===== src/rtl/tri_mem_arbiter.sv =====
// Arbitrates the shared triangle SRAM between N_REQ round-robin read streamers
// and one priority scene loader, returning read data tagged with a one-hot valid.
module tri_mem_arbiter #(
  parameter int unsigned N_REQ     = 4,
  parameter int unsigned A_BITS    = 12,
  parameter int unsigned D_BITS    = 32,
  parameter int unsigned TRI_WORDS = 12,
  parameter int unsigned MEM_LAT   = 1,
  parameter int unsigned LD_BURST  = 8
) (
  input  logic                          clk_i,
  input  logic                          rst_ni,
  input  logic [N_REQ-1:0]              rd_req_i,
  input  logic [N_REQ*A_BITS-1:0]       rd_addr_i,
  output logic [N_REQ-1:0]              rd_gnt_o,
  output logic [N_REQ-1:0]              rd_valid_o,
  output logic [TRI_WORDS*D_BITS-1:0]   rd_data_o,
  input  logic                          ld_req_i,
  input  logic [A_BITS-1:0]             ld_addr_i,
  input  logic [TRI_WORDS*D_BITS-1:0]   ld_data_i,
  output logic                          ld_gnt_o,
  output logic                          mem_rd_en_o,
  output logic [A_BITS-1:0]             mem_rd_addr_o,
  output logic                          mem_wr_en_o,
  output logic [A_BITS-1:0]             mem_wr_addr_o,
  output logic [TRI_WORDS*D_BITS-1:0]   mem_din_o,
  input  logic [TRI_WORDS*D_BITS-1:0]   mem_dout_i
);

  localparam int unsigned REC_W    = TRI_WORDS * D_BITS;
  localparam int unsigned PTR_W    = $clog2(N_REQ);
  localparam int unsigned STREAK_W = $clog2(LD_BURST + 1);
  localparam int unsigned TAG_D    = MEM_LAT + 1;

  logic [PTR_W-1:0]    rr_ptr_q, rr_ptr_d;
  logic [STREAK_W-1:0] ld_streak_q, ld_streak_d;
  logic [N_REQ-1:0]    tag_q [TAG_D];

  logic                mem_rd_en_q, mem_wr_en_q;
  logic [A_BITS-1:0]   mem_rd_addr_q, mem_wr_addr_q;
  logic [REC_W-1:0]    mem_din_q;

  logic                ld_gnt_c;
  logic [N_REQ-1:0]    rd_gnt_c;
  logic                rd_found;
  logic [PTR_W-1:0]    gnt_idx;
  int unsigned         idx;
  logic                ld_blocked;

  // Loader wins unless it has used its full burst while a read waits.
  assign ld_blocked = (ld_streak_q == STREAK_W'(LD_BURST)) && (|rd_req_i);

  always_comb begin
    ld_gnt_c = 1'b0;
    rd_gnt_c = '0;
    rd_found = 1'b0;
    gnt_idx  = '0;
    idx      = 0;
    if (rst_ni) begin
      if (ld_req_i && !ld_blocked) begin
        ld_gnt_c = 1'b1;
      end else begin
        for (int unsigned i = 0; i < N_REQ; i++) begin
          idx = int'(rr_ptr_q) + i;
          if (idx >= N_REQ) idx = idx - N_REQ;
          if (!rd_found && rd_req_i[PTR_W'(idx)]) begin
            rd_found = 1'b1;
            gnt_idx  = PTR_W'(idx);
          end
        end
        if (rd_found) rd_gnt_c[gnt_idx] = 1'b1;
      end
    end
  end

  // Pointer advances past the winner; streak counts loader grants while ld_req stays up.
  always_comb begin
    rr_ptr_d    = rr_ptr_q;
    ld_streak_d = ld_streak_q;
    if (!ld_req_i) ld_streak_d = '0;
    if (ld_gnt_c) begin
      if (ld_streak_q != STREAK_W'(LD_BURST)) ld_streak_d = ld_streak_q + STREAK_W'(1);
    end else if (rd_found) begin
      rr_ptr_d    = (gnt_idx == PTR_W'(N_REQ - 1)) ? '0 : gnt_idx + PTR_W'(1);
      ld_streak_d = '0;
    end
  end

  always_ff @(posedge clk_i) begin
    if (!rst_ni) begin
      rr_ptr_q      <= '0;
      ld_streak_q   <= '0;
      mem_rd_en_q   <= 1'b0;
      mem_wr_en_q   <= 1'b0;
      mem_rd_addr_q <= '0;
      mem_wr_addr_q <= '0;
      mem_din_q     <= '0;
      for (int unsigned i = 0; i < TAG_D; i++) tag_q[i] <= '0;
    end else begin
      rr_ptr_q    <= rr_ptr_d;
      ld_streak_q <= ld_streak_d;
      mem_rd_en_q <= rd_found;
      mem_wr_en_q <= ld_gnt_c;
      if (rd_found) mem_rd_addr_q <= rd_addr_i[A_BITS*gnt_idx +: A_BITS];
      if (ld_gnt_c) begin
        mem_wr_addr_q <= ld_addr_i;
        mem_din_q     <= ld_data_i;
      end
      // Tag pipeline lines the grant up with the SRAM read latency.
      tag_q[0] <= rd_gnt_c;
      for (int unsigned i = 1; i < TAG_D; i++) tag_q[i] <= tag_q[i-1];
    end
  end

  assign rd_gnt_o      = rd_gnt_c;
  assign ld_gnt_o      = ld_gnt_c;
  assign rd_valid_o    = tag_q[MEM_LAT];
  assign rd_data_o     = mem_dout_i;
  assign mem_rd_en_o   = mem_rd_en_q;
  assign mem_rd_addr_o = mem_rd_addr_q;
  assign mem_wr_en_o   = mem_wr_en_q;
  assign mem_wr_addr_o = mem_wr_addr_q;
  assign mem_din_o     = mem_din_q;

endmodule


===== config.mk =====
export PLATFORM = sky130hd
export DESIGN_NAME = tri_mem_arbiter
export DESIGN_NICKNAME = d
export VERILOG_FILES = /design/src/rtl/tri_mem_arbiter.sv
export SDC_FILE = /design/constraint.sdc
export NUM_CORES = 1
export LEC_CHECK = 0
export BUFFER_PORTS_ARGS = -buffer_cell sky130_fd_sc_hd__buf_2
export CORE_AREA = 2 2 637 639
export CTS_CLUSTER_DIAMETER = 60
export CTS_CLUSTER_SIZE = 28
export DETAILED_ROUTE_END_ITERATION = 6
export DIE_AREA = 0 0 639 641
export HOLD_SLACK_MARGIN = 0.1
export PLACE_DENSITY = 0.3
export SKIP_LAST_GASP = 1
export SYNTH_ARGS = -nofsm -noshare
export SYNTH_HDL_FRONTEND = slang
export SYNTH_SLANG_ARGS = --single-unit

===== constraint.sdc =====
create_clock -name clk_i -period 1.8 [get_ports clk_i]
set_input_delay 0.36 -clock clk_i [delete_from_list [all_inputs] [get_ports clk_i]]
set_output_delay 0.36 -clock clk_i [all_outputs]
set_load 0.005 [all_outputs]

==> impl_metrics.sql <==
INSERT INTO impl_metrics (metric_group, metric, value, unit) VALUES
('synthesis', 'share_of_the_synthesized_area_in_compound_gates_ao_oa_aoi_oai', '23.5', '%'),
('clock_network', 'ctsLongestPathBuffers', '3', ''),
('synthesis', 'synthesis.instances', '1424', ''),
('global_route', 'grt_pass1_wl', '192', 'mm'),
('power_and_ir_drop', 'power.leakage', '13.8', 'nW'),
('power_and_ir_drop', 'sequential_fraction_of_design_power', '36.9', '%'),
('floorplanning', 'floorplan.initialDensity', '4.04', '%'),
('timing', 'final_min_period_over_clock_period', '137', '%'),
('placement', 'post_dp_hpwl', '131', 'mm'),
('floorplanning', 'std_cell_rows', '233', ''),
('route', 'wl_met1', '44.0', 'mm'),
('floorplanning', 'floorplan.io_pins', '1638', ''),
('min_path', 'hold_path.class', 'input pin to flip-flop', ''),
('timing', 'finalCriticalPeriod', '2470', 'ps'),
('setup_path', 'path_delay_family', 'simple AND/OR/NAND/NOR gates', ''),
('timing', 'setup_ws', '-671', 'ps'),
('route', 'top_signal_layer_used', 'met5', ''),
('synthesis', 'yosys.area_share.simple', '1.82', '%'),
('route', 'routed-via-count', '16200', ''),
('global_route', 'track_usage', '7.36', '%'),
('route', 'detail_route.vias_per_cell', '2.06', ''),
('power_and_ir_drop', 'logic_gate_share_of_total_power', '16.8', '%'),
('setup_path', 'crit_path_max_fanout', '2', ''),
('route', 'routed-wl-met2', '67.6', 'mm'),
('power_and_ir_drop', 'p_switching', '0.00820', 'W'),
('floorplanning', 'chipHeight', '641', 'um'),
('global_route', 'antenna_violations_before_repair', '23', ''),
('global_route', 'grt_pass1_vias', '16500', ''),
('clock_network', 'cts.reportedPaths.clkPinSlew', '70', 'ps'),
('timing', 'fin_worst_skew', '95.7', 'ps'),
('timing', 'achievable-frequency', '0.405', 'GHz'),
('run_status', 'failed_checks', 'setup timing', ''),
('setup_path', 'path_cells', 'inv_2 -> ha_4 -> and3b_2 -> nand2b_4 -> a21oi_4 -> and2_4 -> and3b_1 -> buf_2', ''),
('timing', 'rsz0062_at_grt', 'yes', ''),
('route', 'total_met3_wirelength_after_detailed_routing', '42.4', 'mm'),
('route', 'drc', '0', ''),
('timing', 'worst_slew_margin_rel', '72.7', '%'),
('setup_path', 'timing.setup.critical_path_class', 'flip-flop to output pin', ''),
('clock_network', 'clk-insertion-delay-late', '800', 'ps'),
('global_route', 'pin_count_of_the_biggest_net_entering_global_routing', '32', ''),
('synthesis', 'synth_top_family_by_area', 'compound AO/OA/AOI/OAI gates', ''),
('clock_network', 'clk_root_buffer_cell', 'sky130_fd_sc_hd__clkbuf_16', ''),
('setup_path', 'critical_path_required', '1440', 'ps'),
('route', 'finalWirelength', '163', 'mm'),
('job', 'drv_cap', '0', ''),
('power_and_ir_drop', 'power.internal', '0.0198', 'W'),
('layout', 'fillCellCount', '46600', ''),
('synthesis', 'synthesis.area_per_instance', '11.4', 'sq um'),
('clock_network', 'numCtsBuffers', '59', ''),
('setup_path', 'cp_data_arrival_time', '2110', 'ps'),
('clock_network', 'htreeDepth', '2', ''),
('timing', 'setup-violations-final', '418', ''),
('route', 'route.detailed.wl_per_inst', '20.7', 'um'),
('synthesis', 'count_of_flip_flops_with_a_built_in_enable_after_synthesis', '0', ''),
('run_status', 'outcome', 'finished with violations', ''),
('synthesis', 'postSynth.asyncResetShare', '0', '%'),
('setup_path', 'critical_path.max_stage_delay', '320', 'ps'),
('timing', 'tightestPinTransition', '409', 'ps'),
('clock_network', 'cts_tree', 'done', ''),
('power_and_ir_drop', 'pwr-share-clk', '46.3', '%'),
('floorplanning', 'die_w', '639', 'um'),
('route', 'postRouteAntennaNets', '0', ''),
('setup_path', 'timing.critical_path.buf_inv', '2', ''),
('route', 'initialDrtViolationCount', '937', ''),
('synthesis', 'synth-adder-area-share', '0.154', '%'),
('placement', 'finalWeightedCongestion', '0.813', ''),
('layout', 'layout-drive-gt1-share', '48.1', '%'),
('power_and_ir_drop', 'switching_share', '29.3', '%'),
('timing', 'final_hold_viol_count', '0', ''),
('power_and_ir_drop', 'vdd_ir_drop_max', '917', 'uV'),
('power_and_ir_drop', 'p_per_area', '811', 'nW/um^2');
[worst min-delay path: stages]
cell	delay, ps
sky130_fd_sc_hd__buf_2	160
sky130_fd_sc_hd__a21oi_4	90
sky130_fd_sc_hd__buf_8	150
sky130_fd_sc_hd__a21oi_1	130
[Yosys cell counts, types with 2 or more instances]
cell | count | area [sq um]
sky130_fd_sc_hd__and3b_1 | 3 | 26.3
sky130_fd_sc_hd__inv_1 | 4 | 15.0
sky130_fd_sc_hd__nand2_1 | 3 | 11.3
sky130_fd_sc_hd__mux2i_1 | 12 | 120
sky130_fd_sc_hd__xor2_1 | 2 | 17.5
sky130_fd_sc_hd__buf_2 | 22 | 110
sky130_fd_sc_hd__and2_1 | 18 | 113
sky130_fd_sc_hd__a211oi_1 | 13 | 97.6
sky130_fd_sc_hd__buf_1 | 5 | 18.8
sky130_fd_sc_hd__dfxtp_1 | 424 | 8490
sky130_fd_sc_hd__a22o_1 | 396 | 3470
sky130_fd_sc_hd__nor2b_1 | 4 | 25.0
sky130_fd_sc_hd__o21ai_0 | 15 | 75.1
sky130_fd_sc_hd__nand3_1 | 3 | 15.0
sky130_fd_sc_hd__ha_1 | 2 | 25.0
sky130_fd_sc_hd__nor2_1 | 8 | 30.0
sky130_fd_sc_hd__nor3_1 | 4 | 20.0
sky130_fd_sc_hd__a221oi_1 | 12 | 105
sky130_fd_sc_hd__buf_4 | 422 | 3170
sky130_fd_sc_hd__a21oi_1 | 2 | 10.0
sky130_fd_sc_hd__clkbuf_1 | 35 | 131
[per-layer routing]
metal / vias up / global-route usage, %
met4: 10 / 3.41
met1: 7579 / 5.59
li1: 7074 / -
met2: 1247 / 10.5
met5: - / 2.48
met3: 322 / 9.18
[flip-flops by register name, summed over array words and instances, names as in the netlist]
signal and cells:
mem_rd_en_o 1, mem_rd_addr_o 12, mem_wr_addr_o 12, ld_streak_q 4
mem_wr_en_o 1, mem_din_o 384, tag_q 8, rr_ptr_q 2
[final cells by class]
| type | count | area, sq um | area share [%] |
|---|---|---|---|
| Antenna cell | 2 | 5.00 | 0.0145 |
| Clock buffer | 62 | 1520 | 4.40 |
| Clock inverter | 49 | 621 | 1.80 |
| Inverter | 5 | 26.3 | 0.0763 |
| Multi-Input combinational cell | 510 | 4520 | 13.1 |
| Sequential cell | 424 | 8500 | 24.7 |
| Tap cell | 5287 | 6620 | 19.2 |
| Timing Repair Buffer | 1530 | 12700 | 36.7 |
[power groups by stage]
stage          registers [W]  clock network (W)  logic (W)
2_1_floorplan         0.0105                  0    0.00163
3_3_place_gp          0.0105                  0    0.00300
3_5_place_dp          0.0105                  0    0.00299
4_1_cts               0.0103             0.0136    0.00454
5_1_grt               0.0104             0.0139    0.00506
6_report              0.0103             0.0129    0.00471
[per-stage QoR]
step / util, % / std cells / setup slack, ps / instance area, sq um / hold slack [ps]
after floorplan: - / 1424 / -22.9 / 16200 / 412
after global placement: 6.16 / 7192 / -600 / 24800 / 419
after detailed placement: 6.16 / 7192 / -572 / 24800 / 420
after CTS: 8.37 / 7845 / -818 / 33700 / 126
after global routing: 8.57 / 7868 / -815 / 34500 / 160
final: 8.57 / 7869 / -671 / 34500 / 229
[path summary, 6_finish.rpt]
kind / to / depth (start not counted) / slack, ps / start
max: rd_gnt_o[3] / 8 / -670 / ld_streak_q[0]$_SDFF_PN0_
min: rr_ptr_q[1]$_SDFFE_PN0P_ / 4 / 230 / ld_req_i
max reg2reg: mem_din_o[374]$_SDFFE_PN0N_ / 14 / -550 / ld_streak_q[0]$_SDFF_PN0_
min reg2reg: tag_q[0][7]$_SDFF_PN0_ / 1 / 440 / tag_q[0][3]$_SDFF_PN0_
[cells by family (layout without fill, tap and decap cells)]
family,after synthesis,count (layout)
flip-flops,424,424
other,0,2
XOR/XNOR,3,3
AND/OR/NAND/NOR,49,49
AO/OA/AOI/OAI,444,444
adder cells (fa/ha/maj),2,2
buffers and inverters,490,1646
multiplexers,12,12
[cells in the final DEF, fill, tap and decap left out, drive strengths merged]
| cell | Yosys | final |
|---|---|---|
| dlygate4sd3 | 0 | 447 |
| clkinv | 0 | 21 |
| a311oi | 1 | 1 |
| bufinv | 0 | 5 |
| xnor2 | 1 | 1 |
| nor3b | 1 | 1 |
| o211ai | 1 | 1 |
| nor3 | 4 | 4 |
| nand3 | 3 | 3 |
| nor4 | 1 | 1 |
| nor2 | 8 | 8 |
| nor2b | 4 | 4 |
| nand3b | 1 | 1 |
| and3b | 3 | 3 |
| a21oi | 3 | 3 |
| clkinvlp | 0 | 7 |
| o21ba | 1 | 1 |
| a221oi | 12 | 12 |
| diode | 0 | 2 |
| o21ai | 16 | 16 |
| a22o | 396 | 396 |
| and2 | 18 | 18 |
| dfxtp | 424 | 424 |
| and3 | 1 | 1 |
| ha | 2 | 2 |
| a211oi | 14 | 14 |
| or2 | 1 | 1 |
| nand2 | 3 | 3 |
| nand2b | 1 | 1 |
| clkbuf | 35 | 79 |
| mux2i | 12 | 12 |
| xor2 | 2 | 2 |
| bufbuf | 0 | 2 |
| buf | 450 | 1064 |
| inv | 5 | 21 |
[timing repair]
| action | 4_1_cts | 5_1_grt |
|---|---|---|
| resized for setup | 164 | 86 |
| endpoints found under the setup margin | 459 | 445 |
| hold endpoints to repair | 417 | 0 |
| hold buffers | 447 | 0 |
| setup buffers | 60 | 15 |
| gates cloned | 39 | 20 |
| pin swaps | 36 | 48 |
Power figures use the tool's default switching activity.
